### src/rtl/alu_pkg.sv
// Shared ALU datapath package: comparator result encoding and comparator FSM states.
//   CMP_GT/CMP_LT/CMP_EQ/CMP_NONE : one-hot {gt, lt, eq} result codes
//   cmp_state_e                   : IDLE/RUN/DONE encoding of the sequential comparator
package alu_pkg;

    localparam logic [2:0] CMP_GT   = 3'b100;
    localparam logic [2:0] CMP_LT   = 3'b010;
    localparam logic [2:0] CMP_EQ   = 3'b001;
    localparam logic [2:0] CMP_NONE = 3'b000;

    typedef enum logic [1:0] {
        CMP_IDLE = 2'd0,
        CMP_RUN  = 2'd1,
        CMP_DONE = 2'd2
    } cmp_state_e;

    // Map a chunk compare to a one-hot result code; equal chunks give CMP_EQ.
    function automatic logic [2:0] cmp_encode(input logic gt, input logic lt);
        logic [2:0] code;
        code = CMP_EQ;
        if (gt) begin
            code = CMP_GT;
        end else if (lt) begin
            code = CMP_LT;
        end
        return code;
    endfunction

endpackage

### src/rtl/cmp_chunk.sv
// Combinational CHUNK-bit unsigned magnitude compare.
//   a, b : chunk operands
//   gt   : a > b
//   lt   : a < b
//   eq   : a == b
module cmp_chunk #(
    parameter int unsigned CHUNK = 4
) (
    input  logic [CHUNK-1:0] a,
    input  logic [CHUNK-1:0] b,
    output logic             gt,
    output logic             lt,
    output logic             eq
);

    assign gt = (a > b);
    assign lt = (a < b);
    assign eq = (a == b);

endmodule

### src/rtl/seq_magnitude_comparator.sv
// Multi-cycle WIDTH-bit magnitude comparator, CHUNK bits per cycle, MSB chunk first,
// unsigned or two's-complement, with start/busy/done handshake and registered flags.
//   clk, rst_n          : clock, synchronous active-low reset
//   start               : request, accepted in IDLE or DONE
//   signed_mode         : 1 = two's-complement compare; sampled with start
//   a, b                : operands; sampled with start
//   busy                : comparison in progress (RUN)
//   done                : one-cycle pulse when flags are updated
//   a_gt_b/a_lt_b/a_eq_b: registered one-hot result, held until next done
// Build option: define SEQ_CMP_EARLY_EXIT_EN to finish on the first unequal chunk;
// undefined, every compare takes NCHUNK cycles (data-independent latency).
module seq_magnitude_comparator
    import alu_pkg::*;
#(
    parameter int unsigned WIDTH = 16,
    parameter int unsigned CHUNK = 4
) (
    input  logic             clk,
    input  logic             rst_n,
    input  logic             start,
    input  logic             signed_mode,
    input  logic [WIDTH-1:0] a,
    input  logic [WIDTH-1:0] b,
    output logic             busy,
    output logic             done,
    output logic             a_gt_b,
    output logic             a_lt_b,
    output logic             a_eq_b
);

    localparam int unsigned NCHUNK = WIDTH / CHUNK;
    localparam int unsigned IDX_W  = (NCHUNK > 1) ? $clog2(NCHUNK) : 1;
    localparam logic [IDX_W-1:0] LAST_IDX = IDX_W'(NCHUNK - 1);

    cmp_state_e       state_q, state_d;
    logic [IDX_W-1:0] idx_q, idx_d;
    logic             decided_q, decided_d;
    logic [2:0]       res_q, res_d;
    logic [WIDTH-1:0] a_q, a_d;
    logic [WIDTH-1:0] b_q, b_d;
    logic             busy_q, busy_d;
    logic             done_q, done_d;
    logic [2:0]       flags_q, flags_d;

    logic [CHUNK-1:0] chunk_a, chunk_b;
    logic             c_gt, c_lt, c_eq;
    logic [2:0]       chunk_res;
    logic [2:0]       res_now;

    // Select chunk idx_q; idx 0 is the most-significant chunk.
    always_comb begin
        chunk_a = '0;
        chunk_b = '0;
        for (int unsigned k = 0; k < NCHUNK; k++) begin
            if (idx_q == IDX_W'(k)) begin
                chunk_a = a_q[WIDTH-1-k*CHUNK -: CHUNK];
                chunk_b = b_q[WIDTH-1-k*CHUNK -: CHUNK];
            end
        end
    end

    cmp_chunk #(
        .CHUNK (CHUNK)
    ) u_cmp_chunk (
        .a  (chunk_a),
        .b  (chunk_b),
        .gt (c_gt),
        .lt (c_lt),
        .eq (c_eq)
    );

    // An earlier decision wins; an undecided walk ending on an equal chunk is EQ.
    assign chunk_res = cmp_encode(c_gt, c_lt);
    assign res_now   = decided_q ? res_q : chunk_res;

    // Next-state and datapath update.
    always_comb begin
        state_d   = state_q;
        idx_d     = idx_q;
        decided_d = decided_q;
        res_d     = res_q;
        a_d       = a_q;
        b_d       = b_q;
        flags_d   = flags_q;

        case (state_q)
            CMP_IDLE, CMP_DONE: begin
                if (start) begin
                    // Flipping the sign bit maps two's complement onto offset binary,
                    // so the chunk walk stays a plain unsigned compare.
                    a_d            = a;
                    a_d[WIDTH-1]   = a[WIDTH-1] ^ signed_mode;
                    b_d            = b;
                    b_d[WIDTH-1]   = b[WIDTH-1] ^ signed_mode;
                    idx_d          = '0;
                    decided_d      = 1'b0;
                    res_d          = CMP_NONE;
                    state_d        = CMP_RUN;
                end else begin
                    state_d = CMP_IDLE;
                end
            end

            CMP_RUN: begin
                if (!decided_q && !c_eq) begin
                    decided_d = 1'b1;
                    res_d     = chunk_res;
                end
                idx_d = idx_q + IDX_W'(1);
                if (idx_q == LAST_IDX) begin
                    state_d = CMP_DONE;
                    flags_d = res_now;
                end
`ifdef SEQ_CMP_EARLY_EXIT_EN
                else if (!decided_q && !c_eq) begin
                    state_d = CMP_DONE;
                    flags_d = res_now;
                end
`endif
            end

            default: begin
                state_d = CMP_IDLE;
            end
        endcase

        busy_d = (state_d == CMP_RUN);
        done_d = (state_d == CMP_DONE);
    end

    // State and output registers.
    always_ff @(posedge clk) begin
        if (!rst_n) begin
            state_q   <= CMP_IDLE;
            idx_q     <= '0;
            decided_q <= 1'b0;
            res_q     <= CMP_NONE;
            a_q       <= '0;
            b_q       <= '0;
            busy_q    <= 1'b0;
            done_q    <= 1'b0;
            flags_q   <= CMP_NONE;
        end else begin
            state_q   <= state_d;
            idx_q     <= idx_d;
            decided_q <= decided_d;
            res_q     <= res_d;
            a_q       <= a_d;
            b_q       <= b_d;
            busy_q    <= busy_d;
            done_q    <= done_d;
            flags_q   <= flags_d;
        end
    end

    assign busy   = busy_q;
    assign done   = done_q;
    assign a_gt_b = flags_q[2];
    assign a_lt_b = flags_q[1];
    assign a_eq_b = flags_q[0];

endmodule

### config.mk
export PLATFORM = sky130hd
export DESIGN_NAME = seq_magnitude_comparator
export DESIGN_NICKNAME = d
export VERILOG_FILES = /design/src/rtl/alu_pkg.sv /design/src/rtl/cmp_chunk.sv /design/src/rtl/seq_magnitude_comparator.sv
export SDC_FILE = /design/constraint.sdc
export NUM_CORES = 1
export LEC_CHECK = 0
export ABC_AREA = 1
export BUFFER_PORTS_ARGS = -buffer_cell sky130_fd_sc_hd__buf_2
export CAP_MARGIN = 20
export CELL_PAD_IN_SITES_DETAIL_PLACEMENT = 1
export CELL_PAD_IN_SITES_GLOBAL_PLACEMENT = 2
export CORE_MARGIN = 2
export CORE_UTILIZATION = 27
export DETAILED_ROUTE_END_ITERATION = 7
export PLACE_DENSITY = 0.76
export SLEW_MARGIN = 20
export SYNTH_ARGS = -nofsm -noshare
export SYNTH_HDL_FRONTEND = slang
export SYNTH_HIERARCHICAL = 1
export SYNTH_SLANG_ARGS = --single-unit
export TNS_END_PERCENT = 10
### constraint.sdc
create_clock -name clk -period 2 [get_ports clk]
set_input_delay 0.4 -clock clk [delete_from_list [all_inputs] [get_ports clk]]
set_output_delay 0.4 -clock clk [all_outputs]
set_load 0.02 [all_outputs]
==> metrics.md <==
| Metric | Value |
|---|---|
| Die area | 8405 um2 |
| Total congestion overflow after global routing | 0 |
| Average instance area after synthesis | 7.182 um2 |
| Max Cap Viol | 0 |
| Cell occurring most often along the worst timing path | sky130_fd_sc_hd__nand2_1 |
| Count of distinct cell types in the synthesized netlist | 20 |
| Rows | 31 |
| Placer Congestion | 0.8234 |
| Average wire length per cell after detail routing | ~13 um |
| Die X | a little over 90 um |
| Worst Hold Class | in2reg |
| Run status | finished with violations |
| Number of design-rule violations left by the first detailed-router iteration | 54 |
| Total standard cell area after synthesis | 2076 um2 |
| Number of buffers added to fix hold violations after cts | 0 |
| Critical path required time | approximately 2.2 ns |
| RSZ-0062 raised after global routing | true |
| Worst r2r src | idx_q[0] |
| Min Clock Period, post-route | 2.182 ns |
| Peak supply drop | 0.4299 mV |
| Post-placement cell count | 420 |
| Most frequent standard cell in the layout excluding fill and tap cells | sky130_fd_sc_hd__nor2_1 |
| Number of hold violations in the final report | 0 |
| # port buffers | 40 |
| Transition time at the pin with the least slew margin | 0.4394 ns |
| TritonCTS clock tree | built |
| Diode count | 0 |
| IO Count | 41 |
| Syn nets | 333 |
| Worst stage delay on the critical path | between 0.3 and 0.4 ns |
| Global-route wire length before repair | 9.584 mm |
| Capture point of the worst path | res_q[1] |
| Chip height | a little over 90 um |
| Sum Neg Setup Slack | -0.9890 ns |
| Proportion of layout cells with a drive suffix above 1 | 26.59% |
| Vias in the first global route | slightly above 2,000 |
| TritonCTS buffer count | 5 |
| Final clock skew | 0.006517 ns |
| Max Fclk | 458.4 MHz |
| Half-perimeter wire length of the detailed placement result | just over 4 mm |
| Number of cells traversed by the worst register-to-register path | 14 |
| Yosys warns | 6 |
| Detailed Route WL | 5.649 mm |
| Violations in the final reports | setup timing |
| Leading cell types in the layout, fill and taps excluded | 67 x sky130_fd_sc_hd__nor2_1, 43 x sky130_fd_sc_hd__nand2_1, 43 x sky130_fd_sc_hd__dfxtp_1 |
| Tightest slew margin relative to the limit | 70.71% |
| Antenna Violating Nets Remaining | 0 |
| Worst path slowest cell | sky130_fd_sc_hd__dfxtp_4 |
| Final cycle utilization of the critical path | 109.1% |
| Antenna violations before repair | 0 |
| Seq/Total Area, Yosys | between 40 and 50% |
| Kind of end point of the critical path | flop |
| Final setup violation count | 7 |
| Leakage | ~0.0012 uW |
| Flip-flop and latch count after synthesis | 45 |
| Vias per std cell | 4.584 |
| Clock network latency to the later pin of the worst-skew pair | 0.30 ns |
| H-tree depth | 2 |
| Worst Setup Path Type | reg2reg |
| Largest net degree at the start of global routing | 35 |
| Total power | 2397 uW |
| Starting utilization of the core area | 28.32% |
| Area inside the core boundary | 7331 um2 |
| Worst-case setup margin in the final layout | -0.1815 ns |
| Critical register-to-register path endpoint | res_q[1] |
| Vias after detailed routing | 1,971 |
| Count of TritonRoute iterations in the first routing pass | 4 |
| Clock transition at the registers of the reported paths | 0.09 ns |
| Startpoint kind of the worst setup timing path | flop |
| Chain of cells forming the critical path | buf_4, ha_2, buf_6, a21oi_1, a21oi_2, ha_1, nand2_1, nor2_4, inv_1, nand2_1, nand2_1, nand2_2, nand2_1, a21oi_1 |
| Remaining DRCs | 0 |
| Final nets | 374 |
| Fillcell total | 908 |
| Maximum net fanout on the critical path | 10 |
| Final cell count without fillers | 430 |
| Timing startpoint of the critical path | idx_q[0] |
| Data arrival at the endpoint of the critical path | between 2 and 2.5 ns |
| Max-slew violation total from the final report | 0 |
| CTS Root Cell | sky130_fd_sc_hd__clkbuf_8 |
| Gate count of the mapped netlist | between 200 and 300 |
| Area growth from synthesis to layout | 26.40% |
| GRT Resource Usage Total | 14.19% |
| Max Root-Sink Buffers | 2 |
| Sinks on Clock Net | 45 |
| Setup slack of the worst register-to-register path | -0.18 ns |
| Power per cell area | 913.4 nW/um2 |
[flip-flops by register name, summed over array words and instances (netlist names)]
signal	cells
a_q	16
b_q	16
busy	1
decided_q	1
done	1
flags_q	3
idx_q	2
res_q	3
state_q	2
[how the worst min path moves through the flow]
stage	start	end	slack, ns	depth (start not counted)
after floorplan	idx_q[0]	idx_q[0]	0.43	1
after global placement	res_q[2]	res_q[2]	0.45	2
after detailed placement	res_q[0]	res_q[0]	0.46	2
after CTS	b[2]	b_q[2]	0.35	3
after global routing	b[11]	b_q[11]	0.37	3
final	b[2]	b_q[2]	0.35	3
[cells by family (layout without fill, tap and decap cells)]
family,count (synthesis),after routing,share of synthesized area (%)
AOI/OAI and AO/OA,67,67,17.36
xor gates and xnor gates,2,2,0.8440
adders and majority gates,8,8,4.822
buffers and inverters,37,79,8.620
DFF,45,45,43.40
and+or+nand+nor,130,130,24.95
[layer usage]
| metal | routed length, um | GRT usage [%] | up-vias |
|---|---|---|---|
| met3 | 128 | 2.547 | 4 |
| met5 | 0 | 0 | - |
| li1 | - | - | 1015 |
| met4 | 58 | 4.167 | 0 |
| met1 | 2708 | 18.25 | 929 |
| met2 | 2754 | 24.20 | 23 |
[synthesized netlist by cell type, drive strengths merged]
master	number	area share, %
a211oi	2	0.72
a21oi	21	5.1
and2	1	0.30
buf	14	4.3
dfxtp	45	43
ha	8	4.8
inv	23	4.3
nand2	48	9.3
nand3	10	2.4
nor2	71	13
o211ai	8	2.9
o21ai	36	8.7
xnor2	2	0.84
[critical path, delay by kind of cell (launching register included)]
| family | cells | cell delay [ns] |
|---|---|---|
| AOI/OAI and AO/OA | 3 | 0.37 |
| buffers and inverters | 3 | 0.35 |
| and+or+nand+nor | 6 | 0.52 |
| adders and majority gates | 2 | 0.49 |
| DFF | 1 | 0.37 |
[per-stage QoR]
stage	worst slack (ns)	utilization [%]	hold WS [ns]	cell area (um2)
finish	-0.1815	35.79	0.3490	2624
global route	-0.3505	35.79	0.3667	2624
CTS	-0.1749	35.52	0.3455	2604
detailed placement	-0.3562	32.53	0.4574	2385
global placement	-0.3623	32.53	0.4495	2385
floorplan	-0.003080	-	0.4344	2112
[repair_timing]
item                                    CTS  global route
setup buffers                             1             0
pin swaps                                 4             2
gates resized for setup                  18             7
cloned                                    1             0
endpoints found under the setup margin    7             7
[layout make-up]
class / count / area (um2) / area share (%)
clock buffer: 5 / 68.82 / 2.623
inverter: 23 / 101.3 / 3.863
tap: 99 / 123.9 / 4.721
clock inverter: 3 / 65.06 / 2.480
timing repair buffer: 47 / 256.5 / 9.776
multi-input combinational: 207 / 1096 / 41.77
sequential: 45 / 908.4 / 34.62
timing repair inverter: 1 / 3.754 / 0.1431
[report_power, final]
| group | internal, uW | switching [uW] | total [uW] | leakage (uW) |
|---|---|---|---|---|
| clock | 496 | 319 | 815 | 0.0000681 |
| combinational | 227 | 338 | 565 | 0.000721 |
| sequential | 968 | 48.5 | 1020 | 0.000373 |
| total | 1690 | 705 | 2400 | 0.00116 |
No activity file was read; power rests on OpenSTA's default activity.
